**src/rtl/pll_reset_sequencer_pkg.sv**
```systemverilog
// Shared definitions for the PLL reset sequencer: sequencer state
// encoding and small elaboration-time helper functions.
package pll_reset_sequencer_pkg;

  typedef enum logic [1:0] {
    HOLD      = 2'd0,
    WAIT_LOCK = 2'd1,
    STABLE    = 2'd2,
    RUN       = 2'd3
  } seq_state_t;

  // Number of bits needed to hold the values 0..value-1, never less than 1.
  function automatic int clog2(input int value);
    int result;
    int remaining;
    result = 0;
    remaining = value - 1;
    for (int i = 0; i < 32; i++) begin
      if (remaining > 0) begin
        result = result + 1;
        remaining = remaining >> 1;
      end
    end
    if (result < 1) begin
      result = 1;
    end
    return result;
  endfunction

  // Largest of three integers, used to size the shared counter.
  function automatic int max3(input int a, input int b, input int c);
    int m;
    m = a;
    if (b > m) begin
      m = b;
    end
    if (c > m) begin
      m = c;
    end
    return m;
  endfunction

endpackage

```
**src/rtl/pll_reset_sequencer_sync2.sv**
```systemverilog
// Two-flop synchronizer for a single-bit level crossing into the clock
// domain. Both stages clear to 0 while resetn is low.
module pll_reset_sequencer_sync2 (
  input  logic clock,
  input  logic resetn,
  input  logic d,
  output logic q
);

  logic meta;

  // First stage may go metastable; the second stage gives it a full cycle to settle.
  always_ff @(posedge clock) begin
    if (!resetn) begin
      meta <= 1'b0;
      q    <= 1'b0;
    end else begin
      meta <= d;
      q    <= meta;
    end
  end

endmodule

```
**src/rtl/pll_reset_sequencer.sv**
```systemverilog
// PLL reset sequencer: holds the system in reset until the PLL lock flag
// has been stable long enough, drops back into reset on lock loss, counts
// loss events and emits a periodic timebase tick while running.
module pll_reset_sequencer
  import pll_reset_sequencer_pkg::*;
#(
  parameter int CLOCK_HZ      = 60_000_000,
  parameter int TICK_HZ       = 1_000_000,
  parameter int HOLD_CYCLES   = 16,
  parameter int STABLE_CYCLES = 6000,
  parameter int LOSS_W        = 8
) (
  input  logic              clock,
  input  logic              resetn,
  input  logic              locked,
  output logic              sys_resetn,
  output logic              ready,
  output logic              tick,
  output logic [LOSS_W-1:0] loss_count
);

  localparam int DIV   = CLOCK_HZ / TICK_HZ;
  localparam int CNT_W = clog2(max3(HOLD_CYCLES, STABLE_CYCLES, DIV));

  localparam logic [CNT_W-1:0] HOLD_LAST   = CNT_W'(HOLD_CYCLES - 1);
  localparam logic [CNT_W-1:0] STABLE_LAST = CNT_W'(STABLE_CYCLES - 1);
  localparam logic [CNT_W-1:0] DIV_LAST    = CNT_W'(DIV - 1);

  // Reject parameter sets the counter and tick divider cannot honour.
  generate
    if ((CLOCK_HZ % TICK_HZ) != 0 || DIV < 2) begin : g_bad_div
      $error("pll_reset_sequencer: CLOCK_HZ/TICK_HZ must be an integer >= 2");
    end
    if (HOLD_CYCLES < 1 || STABLE_CYCLES < 1) begin : g_bad_cycles
      $error("pll_reset_sequencer: HOLD_CYCLES and STABLE_CYCLES must be >= 1");
    end
  endgenerate

  seq_state_t       state;
  seq_state_t       next_state;
  logic [CNT_W-1:0] cnt;
  logic [CNT_W-1:0] next_cnt;
  logic             locked_s;
  logic             loss_inc;
  logic             tick_c;

  pll_reset_sequencer_sync2 u_lock_sync (
    .clock  (clock),
    .resetn (resetn),
    .d      (locked),
    .q      (locked_s)
  );

  // State and shared counter registers; resetn forces a fresh HOLD entry.
  always_ff @(posedge clock) begin
    if (!resetn) begin
      state <= HOLD;
      cnt   <= '0;
    end else begin
      state <= next_state;
      cnt   <= next_cnt;
    end
  end

  // Next-state, counter and tick decode; tick is gated by lock so it never fires as RUN is left.
  always_comb begin
    next_state = state;
    next_cnt   = cnt;
    loss_inc   = 1'b0;
    tick_c     = 1'b0;
    case (state)
      HOLD: begin
        if (cnt == HOLD_LAST) begin
          next_state = WAIT_LOCK;
          next_cnt   = '0;
        end else begin
          next_cnt = cnt + 1'b1;
        end
      end
      WAIT_LOCK: begin
        next_cnt = '0;
        if (locked_s) begin
          next_state = STABLE;
        end
      end
      STABLE: begin
        if (!locked_s) begin
          next_state = WAIT_LOCK;
          next_cnt   = '0;
        end else if (cnt == STABLE_LAST) begin
          next_state = RUN;
          next_cnt   = '0;
        end else begin
          next_cnt = cnt + 1'b1;
        end
      end
      RUN: begin
        if (!locked_s) begin
          next_state = HOLD;
          next_cnt   = '0;
          loss_inc   = 1'b1;
        end else begin
          tick_c = (cnt == DIV_LAST);
          if (cnt == DIV_LAST) begin
            next_cnt = '0;
          end else begin
            next_cnt = cnt + 1'b1;
          end
        end
      end
      default: begin
        next_state = HOLD;
        next_cnt   = '0;
      end
    endcase
  end

  assign tick = tick_c;

  // Output flops look ahead at next_state so they are high exactly while in RUN.
  always_ff @(posedge clock) begin
    if (!resetn) begin
      sys_resetn <= 1'b0;
      ready      <= 1'b0;
    end else begin
      sys_resetn <= (next_state == RUN);
      ready      <= (next_state == RUN);
    end
  end

  // Lock-loss counter saturates at all-ones; reset clears it even on a coincident loss.
  always_ff @(posedge clock) begin
    if (!resetn) begin
      loss_count <= '0;
    end else if (loss_inc && (loss_count != {LOSS_W{1'b1}})) begin
      loss_count <= loss_count + 1'b1;
    end
  end

endmodule
```
**config.mk**
```make
export PLATFORM = sky130hd
export DESIGN_NAME = pll_reset_sequencer
export DESIGN_NICKNAME = d
export VERILOG_FILES = /design/src/rtl/pll_reset_sequencer_pkg.sv /design/src/rtl/pll_reset_sequencer_sync2.sv /design/src/rtl/pll_reset_sequencer.sv
export SDC_FILE = /design/constraint.sdc
export NUM_CORES = 1
export LEC_CHECK = 0
export CORE_MARGIN = 2
export CORE_UTILIZATION = 48
export DETAILED_ROUTE_END_ITERATION = 10
export PLACE_DENSITY = 0.7
export SLEW_MARGIN = 15
export SYNTH_ARGS = -nofsm -noshare
export SYNTH_HDL_FRONTEND = slang
export SYNTH_SLANG_ARGS = --single-unit
```
**constraint.sdc**
```tcl
create_clock -name clock -period 1.95 [get_ports clock]
set_input_delay 0.195 -clock clock [delete_from_list [all_inputs] [get_ports clock]]
set_output_delay 0.195 -clock clock [all_outputs]
set_load 0.005 [all_outputs]
```
### After elaboration in Yosys (flattened, before gate mapping)

Index checks and enable logic that the tools add are counted.

| storage, ports and cells | value |
|---|---|
| output and inout port bits | 11 |
| input port bits | 3 |
| logic and storage cells | 34 |
| bits in registers | 26 |

| operators by class | value |
|---|---|
| $add $sub $neg | 2 |
| muxes and demuxes | 16 |
| reduce and logical (&&, ||, !) cells | 2 |
| eq/ne operators | 8 |

Operators with widths:

| cell | count |
|---|---|
| 13-bit two-way mux | 5 |
| 13-bit case mux with 4 select lines | 1 |
| 13-bit by 1-bit adder with 13-bit output, second input constant | 1 |
| 13-bit == test, second input constant | 1 |
| 13-bit by 4-bit == test with 1-bit output, second input constant | 1 |
| 13-bit by 6-bit == test with 1-bit output, second input constant | 1 |
| 2-bit two-way mux | 5 |
| 8-bit by 1-bit adder with 8-bit output, second input constant | 1 |
| 8-bit inequality test, second input constant | 1 |
| 2-bit case mux with 4 select lines | 1 |
| 2-bit == test, second input constant | 3 |
| 1-bit two-way mux | 4 |
| 2-bit by 1-bit == test with 1-bit output, second input constant | 1 |
| 2-bit zero test | 1 |
| 1-bit logical AND | 1 |

### Longest topological paths before layout

Gate-level depths: netlist (run 1).

| depth | value |
|---|---|
| depth after elaboration | 5 |
| gate-level depth with buffers | 6 |
| gate-level depth less buffers | 5 |

### By module

From an unflattened synthesis (run 1), not the netlist that was laid out.

| second synthesis, totals | value |
|---|---|
| cell total of the unflattened synthesis | 142 |
| area total of the unflattened synthesis | 1265.0 um^2 |

By module, submodules not included:

| module | cells an instance | instances | seq. area each (um^2) | area an instance (um^2) |
|---|---|---|---|---|
| pll_reset_sequencer | 138 | 1 | 480.5 | 1212.4 |
| pll_reset_sequencer_sync2 | 4 | 1 | 40.0 | 52.6 |

### Least setup slack after synthesis (run 1)

No wires, ideal clock.

| timing | value |
|---|---|
| kind | flip-flop to flip-flop |
| start | register cnt[0] |
| end | register cnt[10] |
| setup time | 128 ps |
| path slack | 241 ps |
| required time | 1822 ps |
| arrival time | 1581 ps |
| period minus slack after synthesis | 1709 ps |
| buffers on the path | 1 |
| cell stages (with the launch flop) | 7 |
| cell sequence | dfxtp_1 -> ha_1 -> nand3_2 -> or4_4 -> a32oi_2 -> buf_6 -> a21oi_1 |

| between the ends | value |
|---|---|
| longest elaborated chain between the ends | 4 |
| elaborated cells on any way between the ends | 10 |
| classes of those cells | add/sub: 1; eq/ne: 3; mux: 6 |

RTL lines:

| what | RTL line | source |
|---|---|---|
| start, declared | pll_reset_sequencer.sv:41 | `logic [CNT_W-1:0] cnt;` |
| start signal, assigned | pll_reset_sequencer.sv:61 | `cnt <= next_cnt;` |
| 13-bit by 1-bit adder with 13-bit output, or another cell as far along | pll_reset_sequencer.sv:77, pll_reset_sequencer.sv:94, pll_reset_sequencer.sv:107 |  |
| 13-bit two-way mux, on equally long branches | pll_reset_sequencer.sv:104, pll_reset_sequencer.sv:90 |  |
| 13-bit two-way mux, on equally long branches | pll_reset_sequencer.sv:98, pll_reset_sequencer.sv:87 |  |
| 13-bit case mux with 4 select lines (*) | pll_reset_sequencer.sv:71 | `case (state)` |

Every way passes the cells marked *; elsewhere a longest branch is shown, timed or not.
A chain may end at the register's enable or synchronous reset.

### Worst setup path in the final report (run 1)

| timing | value |
|---|---|
| start | register cnt[0] |
| end | output tick |

| between the ends | value |
|---|---|
| longest elaborated chain between the ends | 3 |

RTL lines:

| what | RTL line | source |
|---|---|---|
| 13-bit by 6-bit == test with 1-bit output | pll_reset_sequencer.sv:103 | `tick_c = (cnt == DIV_LAST);` |
| 1-bit two-way mux | pll_reset_sequencer.sv:98 | `if (!locked_s) begin` |
| 1-bit two-way mux | pll_reset_sequencer.sv:71 |  |
| end, declared | pll_reset_sequencer.sv:18 | `output logic tick,` |

Every way passes these cells.

==> flow_summary.json, run 1 <==
{
  "worstMarginPinSlew_ns": 0.401,
  "die_x_um": 54.9,
  "dp_slack_ns": 0.142,
  "worst_clock_skew_ns": 0.00319,
  "track_usage": 0.184,
  "synthCells": 140,
  "ys_ff_latch": 26,
  "synth_seq_area_share": 0.419,
  "yosys_warnings": 0,
  "fin_nets": 160,
  "gp_congestion": 0.791,
  "ys_async_sr_fraction": 0,
  "wirelength_mm": 2.28,
  "reg2reg_depth": 6,
  "antenna_found_initial": 0,
  "powerDensity_nw_per_um2": 649,
  "io_pins": 14,
  "wl_per_cell_um": 12.4,
  "n_antenna_cell": 0,
  "drtPass1Iterations": 4,
  "syn_to_final_growth_pct": 18.0,
  "cp-startpoint": "cnt[0]$_SDFF_PN0_",
  "io_buffers": 13,
  "ant_nets": 0,
  "clk_latency_ns": 0.33,
  "critPathRequiredTime_ns": 1.75,
  "drc_errors": 0,
  "grt_pass1_wl_mm": 3.93,
  "crit_fanout": 4,
  "vdd_drop_max_mv": 0.404,
  "syn_area_um2": 1240,
  "dpl.hpwl_mm": 1.63,
  "dieArea_um2": 3010,
  "maxSlewHeadroom": 0.732,
  "arrival_ns": 1.59,
  "cts-root-buf": "clkbuf_4",
  "final_util": 0.597,
  "fin_area_um2": 1470,
  "synth_edf_count": 0,
  "drv_cap": 0,
  "fin_crit_ns": 1.79,
  "p_leak_nw": 0.473,
  "r2r_end": "cnt[1]$_SDFF_PN0_",
  "rsz0062_at_grt": "false",
  "holdWs_ns": 0.424,
  "grt_start_max_net_pins": 16,
  "core_um2": 2450,
  "clock-sinks": 26,
  "slew_violations": 0,
  "critical_path.endpoint_type": "output port",
  "layout_commonest_cell": "dfxtp_1",
  "timing.final.ws_setup_ns": 0.164,
  "r2r_slack_ns": 0.19,
  "outcome": "complete, no violations",
  "finalHoldViolCount": 0,
  "clkTransAtPathRegs_ns": 0.14,
  "setup_tns_ns": 0,
  "setup_violations": 0,
  "overflow": 0,
  "vias": 1020,
  "via_per_inst": 5.54,
  "start_util": 0.506,
  "post-route-period-util": 0.916,
  "synth_top_flop_cell": "dfxtp_1",
  "avgSynthCellArea_um2": 8.87,
  "hold_class": "reg2reg",
  "cp-endpoint": "tick",
  "clock.fmax_mhz": 560,
  "ys_types": 39,
  "h-tree-depth": 1,
  "dp.cells": 179,
  "ctsHoldBuffers": 0,
  "synthesis.nets": 145,
  "dpl_cell_area_um2": 1390,
  "cts_tree": "built",
  "rows": 18,
  "min_from": "cnt[0]$_SDFF_PN0_",
  "power_mw": 0.951,
  "first_global_vias": 930,
  "fin_cells": 184,
  "cts_made_buffers": 3,
  "mostFrequentLayoutCells": "22 x dfxtp_1, 15 x a21oi_1, 12 x clkdlybuf4s50_1, 11 x nand2_1",
  "max-clock-path-buffers": 2,
  "startpoint_type": "register",
  "drt_iter0_markers": 10,
  "critPathKind": "reg2out",
  "die_y_um": 54.9,
  "drive_gt1_frac": 0.130,
  "worstReg2RegStart": "cnt[0]$_SDFF_PN0_"
}
-- cell families after synthesis --
| logic type | Yosys count | share of synthesized area |
|---|---|---|
| fa+ha+maj | 2 | 0.0202 |
| simple gates | 54 | 0.245 |
| flops | 26 | 0.419 |
| xor+xnor | 15 | 0.106 |
| buf+inv | 12 | 0.0494 |
| compound gates | 31 | 0.160 |
-- final cells by class --
cell class / count / area (um2)
flip-flops and latches: 26 / 526
clock buffers: 3 / 22.5
fillers: 215 / 990
clock inverters: 1 / 30.0
repair buffers: 18 / 166
multi-input cells: 102 / 668
well taps: 30 / 37.5
inverters: 4 / 15.0
-- Yosys cell counts (2+ instances only) --
cell type / count / area, um2
dfxtp_1: 26 / 521
nor4_1: 4 / 25.0
or3_1: 2 / 12.5
buf_2: 4 / 20.0
xnor2_1: 8 / 70.1
nand4_1: 4 / 25.0
and2_1: 3 / 18.8
inv_1: 3 / 11.3
nand2_1: 11 / 41.3
xor2_1: 7 / 61.3
and4_1: 2 / 17.5
a211oi_1: 4 / 30.0
ha_1: 2 / 25.0
nand3_1: 6 / 30.0
o21ai_0: 4 / 20.0
a21oi_1: 15 / 75.1
clkbuf_1: 2 / 7.51
nor2_1: 8 / 30.0
nor3_1: 5 / 25.0
-- registers in the layout, summed over array words and instances, names as in the netlist --
| signal | cells |
|---|---|
| cnt | 13 |
| loss_count | 8 |
| state | 2 |
| ready | 1 |
| u_lock_sync.meta | 1 |
| u_lock_sync.q | 1 |
-- metal layers --
| metal | wire length, um | vias up | GRT usage |
|---|---|---|---|
| met5 | 0 | - | 0 |
| met2 | 1110 | 17 | 0.331 |
| met1 | 1060 | 468 | 0.212 |
| met4 | 42 | 0 | 0.0875 |
| met3 | 69 | 4 | 0.0246 |
| li1 | - | 531 | - |
-- where the power goes --
group	total, mW	switching [mW]	internal [mW]
logic	0.0292	0.0147	0.0144
registers	0.546	0.00676	0.539
clock network	0.376	0.168	0.208
total	0.951	0.189	0.762
-- worst max-delay path, stage by stage (launching register included) --
cell           delay [ns]
dfxtp_2              0.37
ha_2                 0.21
nand4_1              0.14
nor4_2               0.27
dlygate4sd2_1        0.27
-- timing repair --
action,4_1_cts,5_1_grt
resized for setup,7,0
endpoints found under the setup margin,1,0
setup buffers,1,0
endpoints found under the hold margin,0,0
-- how the worst min path moves through the flow --
stage	endpoint	depth (start not counted)	slack [ns]
detailed placement	u_lock_sync.q$_SDFF_PN0_	1	0.43
CTS	u_lock_sync.meta$_SDFF_PN0_	2	0.42
global route	cnt[0]$_SDFF_PN0_	1	0.44
floorplan	u_lock_sync.meta$_SDFF_PN0_	1	0.32
finish	cnt[0]$_SDFF_PN0_	1	0.42
global placement	u_lock_sync.q$_SDFF_PN0_	1	0.42
Note: power is estimated with default switching activity, not from simulation.
==> run 2, diff against run 1 <==
--- a/config.mk
+++ b/config.mk
@@ -7,6 +7,7 @@
 export LEC_CHECK = 0
 export CORE_MARGIN = 2
 export CORE_UTILIZATION = 48
+export CTS_CLUSTER_SIZE = 8
 export DETAILED_ROUTE_END_ITERATION = 10
 export PLACE_DENSITY = 0.7
 export SLEW_MARGIN = 15
==> results of run 2 <==
Same layout as run 1: the final DEF is identical, and so are final timing and power.
